### src/rtl/fir_decim_fifo.sv
// Post-FIR settle/decimate stage feeding a show-ahead FIFO with valid/ready output and sticky overflow.
// Optional drop counter output OvfCnt is enabled by defining FIR_DECIM_OVF_CNT_EN.
module fir_decim_fifo #(
   parameter int DW     = 12,
   parameter int DECIM  = 4,
   parameter int DEPTH  = 16,
   parameter int SETTLE = 32
) (
   input  logic                       Clk,
   input  logic                       Rst_n,
   input  logic                       En,
   input  logic [DW-1:0]              Din,
   input  logic                       Din_vld,
   output logic [DW-1:0]              Dout,
   output logic                       Dout_vld,
   input  logic                       Dout_rdy,
   output logic [$clog2(DEPTH):0]     Level,
   output logic                       Ovf,
   input  logic                       Ovf_clr
`ifdef FIR_DECIM_OVF_CNT_EN
   ,output logic [15:0]               OvfCnt
`endif
);

   localparam int AW = $clog2(DEPTH);
   localparam int LW = AW + 1;
   localparam int SW = (SETTLE > 1) ? $clog2(SETTLE) : 1;
   localparam int PW = (DECIM > 1) ? $clog2(DECIM) : 1;
   localparam logic [SW-1:0] SETTLE_LAST = SW'((SETTLE > 0) ? SETTLE - 1 : 0);
   localparam logic [PW-1:0] PHASE_LAST  = PW'(DECIM - 1);
   localparam logic [LW-1:0] LEVEL_FULL  = LW'(DEPTH);

   typedef enum logic [1:0] {S_IDLE, S_SETTLE, S_RUN} state_t;

   state_t          state_q, state_d;
   logic [SW-1:0]   settle_q, settle_d;
   logic [PW-1:0]   phase_q, phase_d;
   logic [AW-1:0]   wr_ptr_q, rd_ptr_q;
   logic [LW-1:0]   level_q, level_d;
   logic            ovf_q;
   logic [DW-1:0]   mem [DEPTH];

   logic keep, full, empty, pop, push, drop;

   always_comb begin
      state_d  = state_q;
      settle_d = settle_q;
      phase_d  = phase_q;
      keep     = 1'b0;
      if (!En) begin
         state_d  = S_IDLE;
         settle_d = '0;
         phase_d  = '0;
      end else begin
         case (state_q)
            S_IDLE:   state_d = (SETTLE == 0) ? S_RUN : S_SETTLE;
            S_SETTLE: if (Din_vld) begin
               // The sample that completes the settle count is itself discarded.
               if (settle_q == SETTLE_LAST) begin
                  state_d  = S_RUN;
                  settle_d = '0;
               end else begin
                  settle_d = settle_q + 1'b1;
               end
            end
            S_RUN:    if (Din_vld) begin
               keep    = (phase_q == '0);
               phase_d = (phase_q == PHASE_LAST) ? '0 : phase_q + 1'b1;
            end
            default:  state_d = S_IDLE;
         endcase
      end
   end

   assign full  = (level_q == LEVEL_FULL);
   assign empty = (level_q == '0);
   assign pop   = !empty && Dout_rdy;
   assign push  = keep && (!full || pop);
   assign drop  = keep && full && !pop;

   always_comb begin
      level_d = level_q;
      if (push && !pop)      level_d = level_q + 1'b1;
      else if (pop && !push) level_d = level_q - 1'b1;
   end

   always_ff @(posedge Clk or negedge Rst_n) begin
      if (!Rst_n) begin
         state_q  <= S_IDLE;
         settle_q <= '0;
         phase_q  <= '0;
         wr_ptr_q <= '0;
         rd_ptr_q <= '0;
         level_q  <= '0;
         ovf_q    <= 1'b0;
      end else begin
         state_q  <= state_d;
         settle_q <= settle_d;
         phase_q  <= phase_d;
         level_q  <= level_d;
         if (push) wr_ptr_q <= wr_ptr_q + 1'b1;
         if (pop)  rd_ptr_q <= rd_ptr_q + 1'b1;
         ovf_q    <= drop || (ovf_q && !Ovf_clr);
      end
   end

   // Storage needs no reset: occupancy is tracked solely by level_q.
   always_ff @(posedge Clk) begin
      if (push) mem[wr_ptr_q] <= Din;
   end

   assign Dout     = empty ? '0 : mem[rd_ptr_q];
   assign Dout_vld = !empty;
   assign Level    = level_q;
   assign Ovf      = ovf_q;

`ifdef FIR_DECIM_OVF_CNT_EN
   logic [15:0] ovf_cnt_q, ovf_cnt_d;

   always_comb begin
      ovf_cnt_d = ovf_cnt_q;
      if (Ovf_clr)                         ovf_cnt_d = drop ? 16'd1 : 16'd0;
      else if (drop && ovf_cnt_q != 16'hFFFF) ovf_cnt_d = ovf_cnt_q + 16'd1;
   end

   always_ff @(posedge Clk or negedge Rst_n) begin
      if (!Rst_n) ovf_cnt_q <= '0;
      else        ovf_cnt_q <= ovf_cnt_d;
   end

   assign OvfCnt = ovf_cnt_q;
`endif

endmodule

### config.mk
export PLATFORM = sky130hd
export DESIGN_NAME = fir_decim_fifo
export DESIGN_NICKNAME = d
export VERILOG_FILES = /design/src/rtl/fir_decim_fifo.sv
export SDC_FILE = /design/constraint.sdc
export NUM_CORES = 1
export LEC_CHECK = 0
export ABC_AREA = 1
export BUFFER_PORTS_ARGS = -buffer_cell sky130_fd_sc_hd__buf_2
export CAP_MARGIN = 10
export CORE_ASPECT_RATIO = 0.6
export CORE_MARGIN = 1.5
export CORE_UTILIZATION = 55
export CTS_CLUSTER_DIAMETER = 30
export CTS_CLUSTER_SIZE = 25
export DETAILED_ROUTE_END_ITERATION = 8
export GPL_TIMING_DRIVEN = 0
export PLACE_DENSITY = 0.72
export SYNTH_ARGS = -nofsm -noshare
export SYNTH_HDL_FRONTEND = slang
export SYNTH_SLANG_ARGS = --single-unit
### constraint.sdc
create_clock -name Clk -period 6 [get_ports Clk]
set_input_delay 1.2 -clock Clk [delete_from_list [all_inputs] [get_ports Clk]]
set_output_delay 1.2 -clock Clk [all_outputs]
set_load 0.02 [all_outputs]
==> results.json, run 1 <==
{
  "synth_cells": 802,
  "cts_resized": 0,
  "fp-row-count": 36,
  "hold_class": "flip-flop to flip-flop",
  "die_x_um": 169,
  "synth_area_um2": 9110,
  "clkPwrFrac_pct": 34.8,
  "coreArea_um2": 16200,
  "nets": 916,
  "hpwl_um": 16400,
  "maxCapViolCount": 0,
  "cts.sinks": 215,
  "syn2layout_area_growth_pct": 18.4,
  "avgSynthCellArea_um2": 11.4,
  "cts_setup_buffers": 0,
  "ys_warn_count": 0,
  "hold_viol": 0,
  "setup_slack_ps": 2180,
  "setup-violations-final": 0,
  "diodes": 0,
  "status": "finished clean",
  "p_switching_mw": 2.01,
  "post_route_cells_drive_above_1_share_pct": 16.6,
  "cts_buffers": 31,
  "p_int_mw": 3.37,
  "synth_fp_nets": 834,
  "fin_skew_ps": 15.2,
  "path_buf_inv": 4,
  "cts_max_path_buffers": 3,
  "place_ws_ps": 2570,
  "layout_common_cells": "269 x nand2_1, 192 x edfxtp_1, 156 x nand3_1",
  "initial_core_util_pct": 56.2,
  "final_common_cell": "nand2_1",
  "die_h_um": 103,
  "grt_overflow": 0,
  "gp_congestion": 0.893,
  "clk_pin_slew_worst_paths_ps": 60,
  "io_pins": 37,
  "detail_route.vias_per_cell": 5.77,
  "layout_min_cycle_time_ps": 3820,
  "pwr-share-comb_pct": 33.6,
  "cp.required_ps": 4800,
  "whs_ps": 540,
  "path_class": "flip-flop to output pin",
  "arrival_ps": 2620,
  "drc_errors": 0,
  "power_leakage_nw": 4.25,
  "dieArea_um2": 17400,
  "cp_slowest_cell": "clkbuf_1",
  "fmax_mhz": 262,
  "grt_max_degree": 24,
  "p_seq_share_pct": 31.6,
  "setup.worst_path.end_class": "output pin",
  "first_pass_iters": 6,
  "worstSkewPairLatency_ps": 560,
  "vias": 6450,
  "antenna_found_initial": 0,
  "slew_viol_final": 0,
  "drt_iter0_markers": 763,
  "grt_pass1_vias": 6201,
  "root_buffer": "clkbuf_16",
  "synth_cell_types": 29,
  "cp_max_fo": 10,
  "worstMarginPinSlew_ps": 1190,
  "fin_crit_sh_pct": 63.6,
  "portBuffers": 35,
  "rsz0062_at_grt": "false",
  "yosysSeqAreaShare_pct": 69.6,
  "critical-path-max-stage-delay_ps": 560,
  "cts_hold_buffers": 0,
  "power.density_nw_per_um2": 499,
  "htreeDepth": 1,
  "cp-start-kind": "flip-flop",
  "tritoncts": "done",
  "routed_wire_length_per_instance_um": 21.6,
  "path_cells": "buf_6 > inv_2 > clkbuf_1 > nand3_1 > nand2_1 > nand2_1 > a21oi_2 > buf_2",
  "crit_family": "buffers and inverters",
  "swShare_pct": 37.3,
  "drt_wl_total_um": 24200,
  "grt_pass1_wl_um": 36300,
  "ant_nets": 0,
  "fin_setup_tns_ps": 0,
  "grtUsageTotal_pct": 29.2,
  "slew_headroom_pct": 20.2,
  "cpMostUsedCell": "nand2_1",
  "ir_worst_vdd_v": 0.000307,
  "ys_seq_elements": 215
}
## flip-flops by register name (all words and copies together) (netlist names)
signal and flops:
rd_ptr_q 4, mem 192, state_q 2, wr_ptr_q 4
phase_q 2, Ovf 1, settle_q 5, Level 5
## final timing paths
| check | from | endpoint | slack (ps) | cells past startpoint |
|---|---|---|---|---|
| worst max-delay path | rd_ptr_q[2]$_DFFE_PN0N_ | Dout[7] | 2180 | 8 |
| worst min-delay path | phase_q[1]$_DFFE_PN0P_ | phase_q[1]$_DFFE_PN0P_ | 540 | 2 |
| worst max register to register | Level[1]$_DFFE_PN0P_ | Level[4]$_DFFE_PN0P_ | 3540 | 15 |
| worst min register to register | phase_q[1]$_DFFE_PN0P_ | phase_q[1]$_DFFE_PN0P_ | 540 | 2 |
| max in group asynchronous | Rst_n | Level[3]$_DFFE_PN0P_ | 4990 | 1 |
| min in group asynchronous | Rst_n | wr_ptr_q[3]$_DFFE_PN0P_ | 630 | 1 |
## kinds of logic after synthesis
logic type | Yosys count | synth area share, %
simple gates | 460 | 21.4
buf+inv | 71 | 4.05
xor+xnor | 10 | 0.961
flops | 215 | 69.6
fa+ha+maj | 14 | 2.00
compound gates | 32 | 2.00
## worst register-to-register path, cell delays in order (launching register included)
cell     delay (ps)
dfrtp_1         420
nor2_1          160
nand2_1          80
nor2_2          190
inv_1           120
nand2_2         130
ha_1            250
inv_1           130
ha_1            310
inv_1            40
o21ai_0         200
a21oi_1         100
nand2_1          60
nand2_1          50
nand2_1          60
nand2_1          50
## layer usage
| layer | GRT usage [%] | up-vias | routed length, µm |
|---|---|---|---|
| met3 | 7.10 | 37 | 3050 |
| met2 | 45.4 | 348 | 10800 |
| met1 | 41.9 | 3120 | 9930 |
| met5 | 0 | - | 0 |
| li1 | - | 2945 | - |
| met4 | 7.96 | 0 | 405 |
## layout make-up
cell class / count / area, µm²
buffer: 42 / 255
clock buffer: 35 / 801
clock inverter: 23 / 288
fill: 1205 / 5430
inverter: 29 / 114
multi-input combinational: 516 / 2400
sequential: 215 / 6340
tap: 209 / 262
timing repair buffer: 49 / 324
## Yosys cell counts, drive strengths merged
library cell | instances | area [µm²]
a211oi | 2 | 15.0
a21o | 1 | 7.51
a21oi | 17 | 92.6
buf | 34 | 225
clkbuf | 8 | 30.0
dfrtp | 23 | 576
edfxtp | 192 | 5770
fa | 1 | 20.0
ha | 13 | 163
inv | 29 | 114
nand2 | 273 | 1040
nand3 | 156 | 781
nor2 | 29 | 116
nor3 | 2 | 15.0
o21ai | 11 | 58.8
o32ai | 1 | 8.76
xnor2 | 2 | 17.5
xor2 | 8 | 70.1
## power groups by stage
stage,clock (mW),combinational [mW],sequential [mW]
global placement,0,1.74,1.73
global route,1.95,1.99,1.71
finish,1.87,1.81,1.70
detailed placement,0,1.77,1.73
floorplan,0,1.15,1.74
CTS,1.88,1.78,1.70
## through the flow
step / std cells / utilization [%] / total power, mW / instance area, µm²
after floorplan: 802 / - / 2.89 / 9110
after global placement: 1046 / 58.9 / 3.47 / 9550
after detailed placement: 1051 / 59.2 / 3.50 / 9600
after CTS: 1109 / 65.9 / 5.36 / 10700
after global routing: 1118 / 66.5 / 5.64 / 10800
final: 1118 / 66.5 / 5.39 / 10800
No activity file was read; power rests on OpenSTA's default activity.
==> inputs of run 2 (changes only) <==
--- a/config.mk
+++ b/config.mk
@@ -5,7 +5,7 @@
 export SDC_FILE = /design/constraint.sdc
 export NUM_CORES = 1
 export LEC_CHECK = 0
-export ABC_AREA = 1
+export ABC_AREA = 0
 export BUFFER_PORTS_ARGS = -buffer_cell sky130_fd_sc_hd__buf_2
 export CAP_MARGIN = 10
 export CORE_ASPECT_RATIO = 0.6
@@ -15,7 +15,7 @@
 export CTS_CLUSTER_SIZE = 25
 export DETAILED_ROUTE_END_ITERATION = 8
 export GPL_TIMING_DRIVEN = 0
-export PLACE_DENSITY = 0.72
+export PLACE_DENSITY = 0.75
 export SYNTH_ARGS = -nofsm -noshare
 export SYNTH_HDL_FRONTEND = slang
 export SYNTH_SLANG_ARGS = --single-unit
==> constraint.sdc (replaced) <==
create_clock -name Clk -period 3.25 [get_ports Clk]
set_input_delay 0.65 -clock Clk [delete_from_list [all_inputs] [get_ports Clk]]
set_output_delay 0.65 -clock Clk [all_outputs]
set_load 0.02 [all_outputs]
==> results.json, run 2 <==
{
  "status": "finished, violations left",
  "violations": "design-rule violations",
  "rsz0062_at_grt": "true",
  "layout_min_cycle_time_ps": 3220,
  "gp_congestion": 0.742,
  "worstSkewPairLatency_ps": 520,
  "slew_viol_final": 0,
  "avgSynthCellArea_um2": 19.7,
  "yosysSeqAreaShare_pct": 71.9,
  "critical-path-max-stage-delay_ps": 580,
  "setup.worst_path.end_class": "output pin",
  "largest_register_ffs": 192,
  "synth.area.top_cells": "edfxtp_1 65%, mux4_2 8.4%, dfrtp_1 6.5%",
  "fmax_mhz": 311,
  "p_seq_share_pct": 48.3,
  "diodes": 0,
  "setup-violations-final": 0,
  "root_buffer": "clkbuf_16",
  "hpwl_um": 11300,
  "dieArea_um2": 16800,
  "ant_nets": 0,
  "grt_pass1_wl_um": 27200,
  "ys_warn_count": 0,
  "yosys_most_used_dff": "edfxtp_1",
  "final_common_cell": "edfxtp_1",
  "place_ws_ps": 0.937,
  "tritoncts": "done",
  "routed_wire_length_per_instance_um": 24.0,
  "fillCellCount": 1012,
  "cp-start-kind": "flip-flop",
  "clk_pin_slew_worst_paths_ps": 50,
  "io_pins": 37,
  "die_h_um": 101,
  "r2r_start": "phase_q[0]$_DFFE_PN0P_",
  "fin_skew_ps": 8.14,
  "path_cells": "buf_6 > buf_12 > mux4_1 > mux2_2 > o21ai_1 > a21oi_1 > buf_4",
  "clkPwrFrac_pct": 50.7,
  "cts_max_path_buffers": 3,
  "synth_cells": 448,
  "setup_slack_ps": 34.9,
  "drt_wl_total_um": 17900,
  "cp_slowest_cell": "mux4_1",
  "post_route_cells_drive_above_1_share_pct": 29.0,
  "coreArea_um2": 15500,
  "fin_crit_sh_pct": 98.9,
  "worstMarginPinSlew_ps": 823,
  "antenna_found_initial": 0,
  "portBuffers": 36,
  "cp_max_fo": 10,
  "grt_max_degree": 24,
  "power.density_nw_per_um2": 605,
  "die_x_um": 166,
  "power_leakage_nw": 3.57,
  "htreeDepth": 1,
  "largest-register": "mem",
  "grt_pass1_vias": 4620,
  "synth_top_cell_by_area": "edfxtp_1",
  "initial_core_util_pct": 56.9,
  "syn2layout_area_growth_pct": 17.1,
  "maxCapViolCount": 0,
  "hold_class": "input pin to async pin",
  "first_pass_iters": 6,
  "synth_area_um2": 8810,
  "synthTopCellsByCount": "192 x edfxtp_1, 33 x mux4_2, 23 x dfrtp_1",
  "cts_setup_buffers": 0,
  "fp-row-count": 35,
  "vias": 4491,
  "r2r_cells": 11,
  "ys_seq_elements": 215,
  "synth.most_common_cell": "edfxtp_1",
  "cts_buffers": 29,
  "slew_headroom_pct": 45.2,
  "synth_cell_types": 43,
  "rrSetupSlack_ps": 240,
  "path_class": "flip-flop to output pin",
  "r2r_end": "Level[4]$_DFFE_PN0P_",
  "drc_errors": 10,
  "drt_iter0_markers": 426,
  "cts.sinks": 215,
  "hold_viol": 0,
  "synthArstFlopShare_pct": 10.7,
  "cts_hold_buffers": 0,
  "p_int_mw": 5.00,
  "cp.required_ps": 2600,
  "grt_overflow": 0,
  "yosysTopAreaCellShare_pct": 65.4,
  "synth_fp_nets": 480,
  "pwr-share-comb_pct": 1.0,
  "grtUsageTotal_pct": 22.4,
  "swShare_pct": 19.9,
  "ir_worst_vdd_v": 0.000457,
  "detail_route.vias_per_cell": 6.04,
  "layout_common_cells": "192 x edfxtp_1, 38 x buf_2, 33 x mux4_2",
  "synth-edff-count": 192,
  "p_switching_mw": 1.24,
  "arrival_ps": 2570,
  "dp.cells": 690,
  "nets": 551,
  "fin_cells": 744
}
-- run 2: cell count changes in the layout (fill, tap and decap cells not counted), moves of 12 or more --
cell	previous run	this run
buf_6	18	3
mux4_2	0	33
nand2_1	269	8
mux2_2	0	14
nand3_1	156	7
buf_2	56	38
nor2_1	26	11
mux4_1	0	15
mux2i_1	0	15
and2_1	0	12
-- run 2: cells by family (layout without fill, tap and decap cells) --
group | Yosys count | count (layout) | share of synthesized area, %
AOI/OAI and AO/OA | 41 | 41 | 2.78
adders and majority gates | 14 | 14 | 2.07
DFF | 215 | 215 | 71.9
muxes | 77 | 77 | 16.4
and+or+nand+nor | 56 | 56 | 3.75
xor gates and xnor gates | 11 | 11 | 1.09
buffers and inverters | 34 | 127 | 1.96
-- run 2: what timing repair did --
action                     in CTS  in global routing
resized for setup               4                 12
setup endpoints to repair      11                 11
hold endpoints to repair        0                  0
-- run 2: through the flow --
| stage | power [mW] | instance area, µm² | TNS [ps] | utilization (%) | hold slack (ps) |
|---|---|---|---|---|---|
| floorplan | 3.08 | 8810 | 0 | - | 354 |
| global placement | 3.13 | 9250 | 0 | 59.7 | 500 |
| detailed placement | 3.13 | 9270 | 0 | 59.8 | 512 |
| CTS | 6.27 | 10300 | 0 | 66.2 | 143 |
| global route | 6.40 | 10300 | -25.8 | 66.6 | 166 |
| finish | 6.24 | 10300 | 0 | 66.6 | 125 |
-- run 2: how the worst max path moves through the flow --
stage | end | start
after floorplan | Level[4]$_DFFE_PN0P_ | Level[1]$_DFFE_PN0P_
after global placement | mem[4][8]$_DFFE_PP_ | Din_vld
after detailed placement | Level[4]$_DFFE_PN0P_ | Din_vld
after CTS | Dout[3] | rd_ptr_q[0]$_DFFE_PN0N_
after global routing | Dout[4] | rd_ptr_q[1]$_DFFE_PN0N_
final | Dout[1] | rd_ptr_q[1]$_DFFE_PN0N_
-- run 2: power groups by stage --
stage / clock network (mW) / logic [mW] / registers [mW]
after floorplan: 0 / 0.00835 / 3.07
after global placement: 0 / 0.0547 / 3.07
after detailed placement: 0 / 0.0604 / 3.07
after CTS: 3.19 / 0.0610 / 3.01
after global routing: 3.31 / 0.0677 / 3.01
final: 3.17 / 0.0601 / 3.02
-- run 2: per-layer routing --
layer | wire (µm) | vias to the layer above | global-route usage, %
met5 | 0 | - | 0
met4 | 283 | 0 | 5.87
met3 | 1010 | 28 | 4.36
met2 | 8300 | 149 | 35.2
met1 | 8290 | 2338 | 33.0
li1 | - | 1976 | -
-- run 2: worst max-delay path, delay by kind of cell (launching register included) --
| kind | cells | cell delay (ps) |
|---|---|---|
| flip-flops | 1 | 360 |
| multiplexers | 2 | 870 |
| AO/OA/AOI/OAI | 2 | 260 |
| buffers and inverters | 3 | 540 |
-- run 2: cell type report --
type	instances	area [µm²]	area share, %
inverters	15	56.3	0.546
clock inverters	22	249	2.41
multi-input cells	199	2310	22.4
flip-flops and latches	215	6340	61.5
plain buffers	19	156	1.52
clock buffers	31	733	7.11
repair buffers	40	213	2.06
well taps	203	254	2.46
==> inputs of run 3 (changes only) <==
--- a/config.mk
+++ b/config.mk
@@ -16,6 +16,7 @@
 export DETAILED_ROUTE_END_ITERATION = 8
 export GPL_TIMING_DRIVEN = 0
 export PLACE_DENSITY = 0.75
+export REMOVE_ABC_BUFFERS = 1
 export SYNTH_ARGS = -nofsm -noshare
 export SYNTH_HDL_FRONTEND = slang
 export SYNTH_SLANG_ARGS = --single-unit
==> results.json, run 3 (synthesis gave the netlist of run 2 again) <==
{
  "status": "finished, violations left",
  "violations": "design-rule violations",
  "io_pins": 37,
  "dp.cells": 671,
  "power.density_nw_per_um2": 597,
  "drt_wl_total_um": 17400,
  "rsz0062_at_grt": "false",
  "vias": 4359,
  "grt_overflow": 0,
  "portBuffers": 36,
  "cts_buffers": 29,
  "cts.sinks": 215,
  "nets": 536,
  "final_common_cell": "edfxtp_1",
  "tritoncts": "done",
  "layout_min_cycle_time_ps": 3170,
  "first_pass_iters": 9,
  "cts_max_path_buffers": 3,
  "fillCellCount": 1013,
  "grtUsageTotal_pct": 21.4,
  "startpoint": "rd_ptr_q[1]$_DFFE_PN0N_",
  "r2r_end": "Level[4]$_DFFE_PN0P_",
  "hold_class": "input pin to async pin",
  "fin_crit_sh_pct": 97.5,
  "cp-start-kind": "flip-flop",
  "die_x_um": 166,
  "drt_iter0_markers": 470,
  "grt_pass1_wl_um": 26300,
  "hpwl_um": 9870,
  "fin_util_pct": 66.1,
  "cp.required_ps": 2600,
  "largest-register": "mem",
  "cts_hold_buffers": 0,
  "power_leakage_nw": 3.48,
  "grt_max_degree": 34,
  "layout_common_cells": "192 x edfxtp_1, 35 x buf_2, 33 x mux4_2",
  "seq_area_um2": 6350,
  "arrival_ps": 2520,
  "setup.worst_path.end_class": "output pin",
  "clk_pin_slew_worst_paths_ps": 50,
  "slew_viol_final": 0,
  "coreArea_um2": 15500,
  "post_route_cells_drive_above_1_share_pct": 29.0,
  "hold_viol": 0,
  "fp-row-count": 35,
  "gp_congestion": 0.753,
  "rrSetupSlack_ps": 270,
  "initial_core_util_pct": 56.9,
  "dieArea_um2": 16800,
  "worstMarginPinSlew_ps": 1140,
  "multi_input_area_um2": 2330,
  "ant_nets": 0,
  "drc_errors": 4,
  "final_area_um2": 10200,
  "diodes": 0,
  "path_class": "flip-flop to output pin",
  "root_buffer": "clkbuf_16",
  "die_h_um": 101,
  "ir_worst_vdd_v": 0.000425,
  "fin_skew_ps": 9.08,
  "worstSkewPairLatency_ps": 520,
  "htreeDepth": 1,
  "crit_end": "Dout[3]",
  "antenna_found_initial": 0,
  "placed_cell_area_um2": 9210,
  "maxCapViolCount": 0,
  "cp_max_fo": 9,
  "fin_cells": 727,
  "r2r_cells": 10,
  "slew_headroom_pct": 24.0,
  "grt_pass1_vias": 4503,
  "largest_register_ffs": 192,
  "r2r_start": "Level[1]$_DFFE_PN0P_",
  "setup-violations-final": 0,
  "syn2layout_area_growth_pct": 16.2,
  "detail_route.vias_per_cell": 6.00,
  "fmax_mhz": 316,
  "routed_wire_length_per_instance_um": 23.9
}
## run 3: power by group
part	internal [mW]	leakage [nW]	switching [mW]
logic	0.0113	1.01	0.0444
clock network	1.88	0.447	1.16
registers	3.01	2.03	0.00265
## run 3: area by class of cell
class	count	area share, %
Tap cell	203	2.48
Multi-Input combinational cell	199	22.7
Timing Repair Buffer	44	3.02
Sequential cell	215	62.0
Clock buffer	30	7.12
Inverter	15	0.550
Clock inverter	21	2.09
## run 3: how the worst min path moves through the flow
| stage | from | endpoint | slack [ps] | cells after the start |
|---|---|---|---|---|
| 2_1_floorplan | Rst_n | Level[0]$_DFFE_PN0P_ | 350 | 0 |
| 3_3_place_gp | Ovf$_DFF_PN0_ | Ovf$_DFF_PN0_ | 500 | 2 |
| 3_5_place_dp | Ovf$_DFF_PN0_ | Ovf$_DFF_PN0_ | 520 | 2 |
| 4_1_cts | Rst_n | Level[0]$_DFFE_PN0P_ | 110 | 1 |
| 5_1_grt | Rst_n | rd_ptr_q[0]$_DFFE_PN0N_ | 140 | 1 |
| 6_report | Rst_n | Level[4]$_DFFE_PN0P_ | 110 | 1 |
## run 3: per-stage QoR
| step | TNS, ps | total power, mW | setup slack [ps] | hold slack [ps] |
|---|---|---|---|---|
| floorplan | -385 | 3.08 | -59.2 | 354 |
| global placement | -11570 | 3.12 | -995 | 497 |
| detailed placement | -197 | 3.13 | -186 | 518 |
| CTS | 0 | 6.15 | 25.9 | 110 |
| global route | 0 | 6.27 | 8.52 | 141 |
| finish | 0 | 6.11 | 80.6 | 107 |
## run 3: metal layers
| metal | GRT usage [%] | routed length [µm] |
|---|---|---|
| met5 | 0 | 0 |
| met4 | 5.73 | 327 |
| met1 | 28.9 | 7570 |
| met2 | 36.4 | 8540 |
| met3 | 4.16 | 954 |
## run 3: repair_timing
item                       in CTS  in global routing
gates cloned                    0                  1
setup buffers                   3                  1
gates resized for setup         2                  7
setup endpoints to repair      14                 13
## run 3: critical path, cell delays in order, from the launching register on
cell and delay [ps]:
dfrtp_4 460, buf_6 180, mux4_1 580, mux2_2 280
o21ai_1 160, a21oi_1 90, buf_2 240
